<file path="src/rtl/time_countdown.sv">
// Loadable MM:SS countdown timer with run/pause control, one-cycle done pulse and sticky expiry flag.
// Optional build macro TIME_COUNTDOWN_AUTORELOAD_EN: on expiry in RUN, reload the saved preset and keep running.
module time_countdown #(
    parameter int unsigned MAX_MIN = 59
) (
    input  logic       clk,
    input  logic       reset,
    input  logic       tick,
    input  logic       load,
    input  logic [5:0] load_min,
    input  logic [5:0] load_sec,
    input  logic       start,
    input  logic       stop,
    output logic [5:0] sec,
    output logic [5:0] min,
    output logic       running,
    output logic       done,
    output logic       expired
);

    localparam logic [1:0] ST_IDLE  = 2'd0;
    localparam logic [1:0] ST_RUN   = 2'd1;
    localparam logic [1:0] ST_PAUSE = 2'd2;
    localparam logic [1:0] ST_DONE  = 2'd3;

    localparam logic [5:0] SEC_MAX = 6'd59;
    localparam logic [5:0] MIN_MAX = 6'(MAX_MIN);

    logic [1:0] r_state;
    logic [5:0] r_sec;
    logic [5:0] r_min;
    logic       r_running;
    logic       r_done;
    logic       r_expired;

    logic [1:0] w_nxt_state;
    logic [5:0] w_nxt_sec;
    logic [5:0] w_nxt_min;
    logic       w_nxt_done;
    logic       w_nxt_expired;

    logic [5:0] w_clamp_sec;
    logic [5:0] w_clamp_min;
    logic [5:0] w_dec_sec;
    logic [5:0] w_dec_min;
    logic       w_dec_zero;
    logic       w_is_zero;

`ifdef TIME_COUNTDOWN_AUTORELOAD_EN
    logic [5:0] r_pre_sec;
    logic [5:0] r_pre_min;
    logic       w_pre_nonzero;

    assign w_pre_nonzero = (r_pre_sec != 6'd0) || (r_pre_min != 6'd0);
`endif

    assign w_clamp_sec = (load_sec > SEC_MAX) ? SEC_MAX : load_sec;
    assign w_clamp_min = (load_min > MIN_MAX) ? MIN_MAX : load_min;

    // Borrow from minutes when seconds are exhausted; saturate at 00:00.
    assign w_dec_sec  = (r_sec != 6'd0) ? (r_sec - 6'd1)
                      : ((r_min != 6'd0) ? SEC_MAX : 6'd0);
    assign w_dec_min  = ((r_sec == 6'd0) && (r_min != 6'd0)) ? (r_min - 6'd1) : r_min;
    assign w_dec_zero = (w_dec_sec == 6'd0) && (w_dec_min == 6'd0);
    assign w_is_zero  = (r_sec == 6'd0) && (r_min == 6'd0);

    // NOTE: every output of this block gets a default first, so no path leaves a latch.
    always_comb begin
        w_nxt_state   = r_state;
        w_nxt_sec     = r_sec;
        w_nxt_min     = r_min;
        w_nxt_done    = 1'b0;
        w_nxt_expired = r_expired;

        if (load) begin
            w_nxt_state   = ST_IDLE;
            w_nxt_sec     = w_clamp_sec;
            w_nxt_min     = w_clamp_min;
            w_nxt_expired = 1'b0;
        end else begin
            case (r_state)
                ST_IDLE: begin
                    if (start) begin
                        if (w_is_zero) begin
                            w_nxt_state   = ST_DONE;
                            w_nxt_done    = 1'b1;
                            w_nxt_expired = 1'b1;
                        end else begin
                            w_nxt_state = ST_RUN;
                        end
                    end
                end
                ST_RUN: begin
                    if (stop) begin
                        w_nxt_state = ST_PAUSE;
                    end else if (tick) begin
                        w_nxt_sec = w_dec_sec;
                        w_nxt_min = w_dec_min;
                        if (w_dec_zero) begin
                            w_nxt_done = 1'b1;
`ifdef TIME_COUNTDOWN_AUTORELOAD_EN
                            if (w_pre_nonzero) begin
                                w_nxt_sec = r_pre_sec;
                                w_nxt_min = r_pre_min;
                            end else begin
                                w_nxt_state   = ST_DONE;
                                w_nxt_expired = 1'b1;
                            end
`else
                            w_nxt_state   = ST_DONE;
                            w_nxt_expired = 1'b1;
`endif
                        end
                    end
                end
                ST_PAUSE: begin
                    if (start) begin
                        w_nxt_state = ST_RUN;
                    end
                end
                default: begin
                    w_nxt_sec = 6'd0;
                    w_nxt_min = 6'd0;
                end
            endcase
        end
    end

    // NOTE: state registers use non-blocking assignments so all of them update together at the edge.
    always_ff @(posedge clk or posedge reset) begin
        if (reset) begin
            r_state   <= ST_IDLE;
            r_sec     <= 6'd0;
            r_min     <= 6'd0;
            r_running <= 1'b0;
            r_done    <= 1'b0;
            r_expired <= 1'b0;
        end else begin
            r_state   <= w_nxt_state;
            r_sec     <= w_nxt_sec;
            r_min     <= w_nxt_min;
            r_running <= (w_nxt_state == ST_RUN);
            r_done    <= w_nxt_done;
            r_expired <= w_nxt_expired;
        end
    end

`ifdef TIME_COUNTDOWN_AUTORELOAD_EN
    always_ff @(posedge clk or posedge reset) begin
        if (reset) begin
            r_pre_sec <= 6'd0;
            r_pre_min <= 6'd0;
        end else if (load) begin
            r_pre_sec <= w_clamp_sec;
            r_pre_min <= w_clamp_min;
        end
    end
`endif

    assign sec     = r_sec;
    assign min     = r_min;
    assign running = r_running;
    assign done    = r_done;
    assign expired = r_expired;

endmodule

</file>
<file path="config.mk">
export PLATFORM = sky130hd
export DESIGN_NAME = time_countdown
export DESIGN_NICKNAME = d
export VERILOG_FILES = /design/src/rtl/time_countdown.sv
export SDC_FILE = /design/constraint.sdc
export NUM_CORES = 1
export LEC_CHECK = 0
export ABC_AREA = 1
export CELL_PAD_IN_SITES_DETAIL_PLACEMENT = 1
export CELL_PAD_IN_SITES_GLOBAL_PLACEMENT = 2
export CORE_MARGIN = 10
export CORE_UTILIZATION = 23
export CTS_CLUSTER_SIZE = 16
export DETAILED_ROUTE_END_ITERATION = 6
export PLACE_DENSITY_LB_ADDON = 0.1
export SLEW_MARGIN = 20
export SYNTH_ARGS = -nofsm -noshare
export SYNTH_HDL_FRONTEND = slang
export SYNTH_SLANG_ARGS = --single-unit
export TNS_END_PERCENT = 20
</file>
<file path="constraint.sdc">
create_clock -name clk -period 1.75 [get_ports clk]
set_input_delay 0.35 -clock clk [delete_from_list [all_inputs] [get_ports clk]]
set_output_delay 0.35 -clock clk [all_outputs]
set_load 0.02 [all_outputs]
</file>
==> metrics <==
P&R area growth vs syn=67.7%; Post-synth top flop=dfrtp_1; Clk Tree Root Cell=clkbuf_8; worst path arrival time=1.98 ns; most frequent CP cell=nand2_2; Util after Layout=0.395; worst slew pin tran=between 0.3 and 0.4 ns; Avg Cell Area, Syn=roughly 6.5 um2; fin crit period=1.79 ns; total die area=between 0.009 and 0.01 mm2; Leak=around 1.1 nW; status=complete, but fails checks; Final Wtd Congestion=0.831; critical path fanouts, max=8; sequential fraction of the synthesis area=0.328; Final nets=around 300; vias in the first global route=1708; total routed wirelength=around 4900 um; TritonCTS Sinks=17; post-synthesis instance area=approximately 0.0013 mm2; placed cell area=about 0.0020 mm2; Setup CP Type=reg -> reg; initial antenna violation count=0; largest net degree at the start of global routing=18; vias per inst=between 4 and 5; Initial Util=0.236; MaxCap Viol Count=0; diode count=0; Setup crit start=sec[1]; share of layout cells above drive strength 1=0.325; worst rel slew slack=0.788; critical path's slowest cell=dfrtp_2; Max VDD drop=about 0.32 mV; CTS tree=built; Syn Nets=221; Final Cycle Share=1.02; Fin. Hold Viols=0; yosys warns=0; ANT nets after route=0; sequence of cells on the critical path=inv_2, ha_4, nand2_2, nor2_4, nand2_4, nand2_1, nand2_2, nor2_1, nand2_1, nor2_2, nand2_2, o21ai_2, inv_1, nor2_2; core area=0.00551 mm2; count leader, synth=nand2_1; clock latency on the worst-skew pair=0.25 ns; max incr delay on CP=between 0.4 and 0.5 ns; flops & latches, synth=17; skew final=~0.0066 ns; Synth cell types=25; Crit. End Element=flop; failing checks=negative setup slack; Hold-fix buffers, CTS=0; worst hold path type=in -> async; max-slew violation count=0; largest area contributor in the netlist=dfrtp_1; Buf/Inv on CP=2; overall routing resource usage=0.110; # port buffers=32; min setup slack post-route=-0.0362 ns; required time of the worst setup path=approximately 2.0 ns; via count=between 1500 and 2000; wire per inst=between 10 and 15 um; initial detailed-routing violation count=66; async set-or-reset flop fraction in the synthesized netlist=1.00; f_max=approximately 0.56 GHz; first-pass GRT wire length=8160 um; post-DP HPWL=4110 um; DRC violation count after routing=0; H-tree levels=1; FP Rows=27; post-synth top area share=0.328; Die Y=between 90 and 100 um; grt ovf=0; Post-Layout Inst Area=approximately 0.0022 mm2; Max clock buf depth=2; First-pass DRT Iterations=4; synth cell count leaders=59 x nand2_1, 28 x nor2_1, 25 x inv_1; RSZ-0062 raised after global routing=yes; largest cells by area after synthesis=dfrtp_1 33%, nand2_1 17%, nor2_1 8.1%, inv_1 7.2%, a31oi_1 5.3%; Synth Instances=200; EDFF count, synth=0; IO Count=33; setup violators final=4; startpoint types=flop; clock transition at the registers of the reported paths=roughly 0.080 ns; FF-to-FF Start=sec[1]; Pwr Density=around 820 mW/mm2; Die Span X=roughly 95 um; Num CTS Buffers=3; Crit path max-delay family=simple AND/OR/NAND/NOR gates
==> worst reg2reg max path: cells and delay by family, from the launching register on <==
family                   cells  cell delay (ns)
buffers and inverters        2             0.15
adder cells (fa/ha/maj)      1             0.16
AND/OR/NAND/NOR             10             0.85
AO/OA/AOI/OAI                1             0.14
flip-flops                   1             0.42
==> final cells by class <==
class / count / area [um2]
fillers: 675 / 3330
multi-input cells: 153 / 861
repair buffers: 75 / 651
flip-flops and latches: 17 / 432
inverters: 25 / 96.3
well taps: 72 / 90.1
clock buffers: 3 / 41.3
clock inverters: 1 / 5.00
==> cells in the final DEF (no fill, tap or decap), drive strengths merged, types with 7 or more instances in the layout <==
cell           netlist  layout
a31oi               11      11
buf                  3      43
clkdlybuf4s50        0      23
dfrtp               17      17
inv                 25      25
nand2               62      62
nand3               14      15
nor2                32      32
o21ai                7       7
==> state kept, by name (all words and copies together) (netlist names) <==
register  cells
done          1
expired       1
min           6
r_state       2
running       1
sec           6
==> worst paths after layout <==
check / to / slack, ns / cells after the start
max reg2reg: r_state[1] / -0.04 / 14
max in group asynchronous: min[0] / 1.10 / 3
min reg2reg: expired / 0.53 / 2
min in group clk: expired / 0.53 / 2
min: r_state[1] / 0.42 / 3
max: r_state[1] / -0.04 / 14
==> report_power, final <==
part	switching, mW	internal [mW]	total (mW)
combinational	0.500	0.469	0.969
sequential	0.0546	0.451	0.506
clock	0.145	0.158	0.303
total	0.700	1.08	1.78
==> layer usage <==
layer	global-route usage	routed length, um
met5	0	0
met4	0.0125	0
met3	0.0251	190
met2	0.190	2390
met1	0.138	2290
==> timing repair <==
action,CTS,global route
pin swaps,2,2
setup buffers,0,2
gates cloned,0,1
endpoints found under the setup margin,8,11
gates resized for setup,9,25
==> through the flow <==
step	cells	worst slack, ns	hold WS (ns)	setup TNS, ns	total power [mW]
2_1_floorplan	200	-0.0521	0.276	-0.107	0.938
3_3_place_gp	339	-0.160	0.510	-1.16	1.41
3_5_place_dp	339	-0.144	0.533	-1.07	1.43
4_1_cts	343	-0.0459	0.425	-0.0919	1.73
5_1_grt	346	-0.174	0.432	-0.824	1.92
6_report	346	-0.0362	0.418	-0.0684	1.78
==> kinds of logic (layout without fill, tap and decap cells) <==
family / after synthesis / count (layout) / share of synthesized area
compound gates: 25 / 25 / 0.115
fa+ha+maj: 3 / 3 / 0.0289
xor+xnor: 2 / 2 / 0.0135
flops: 17 / 17 / 0.328
simple gates: 122 / 123 / 0.418
buf+inv: 31 / 104 / 0.0974
(Power assumes the default switching activity.)
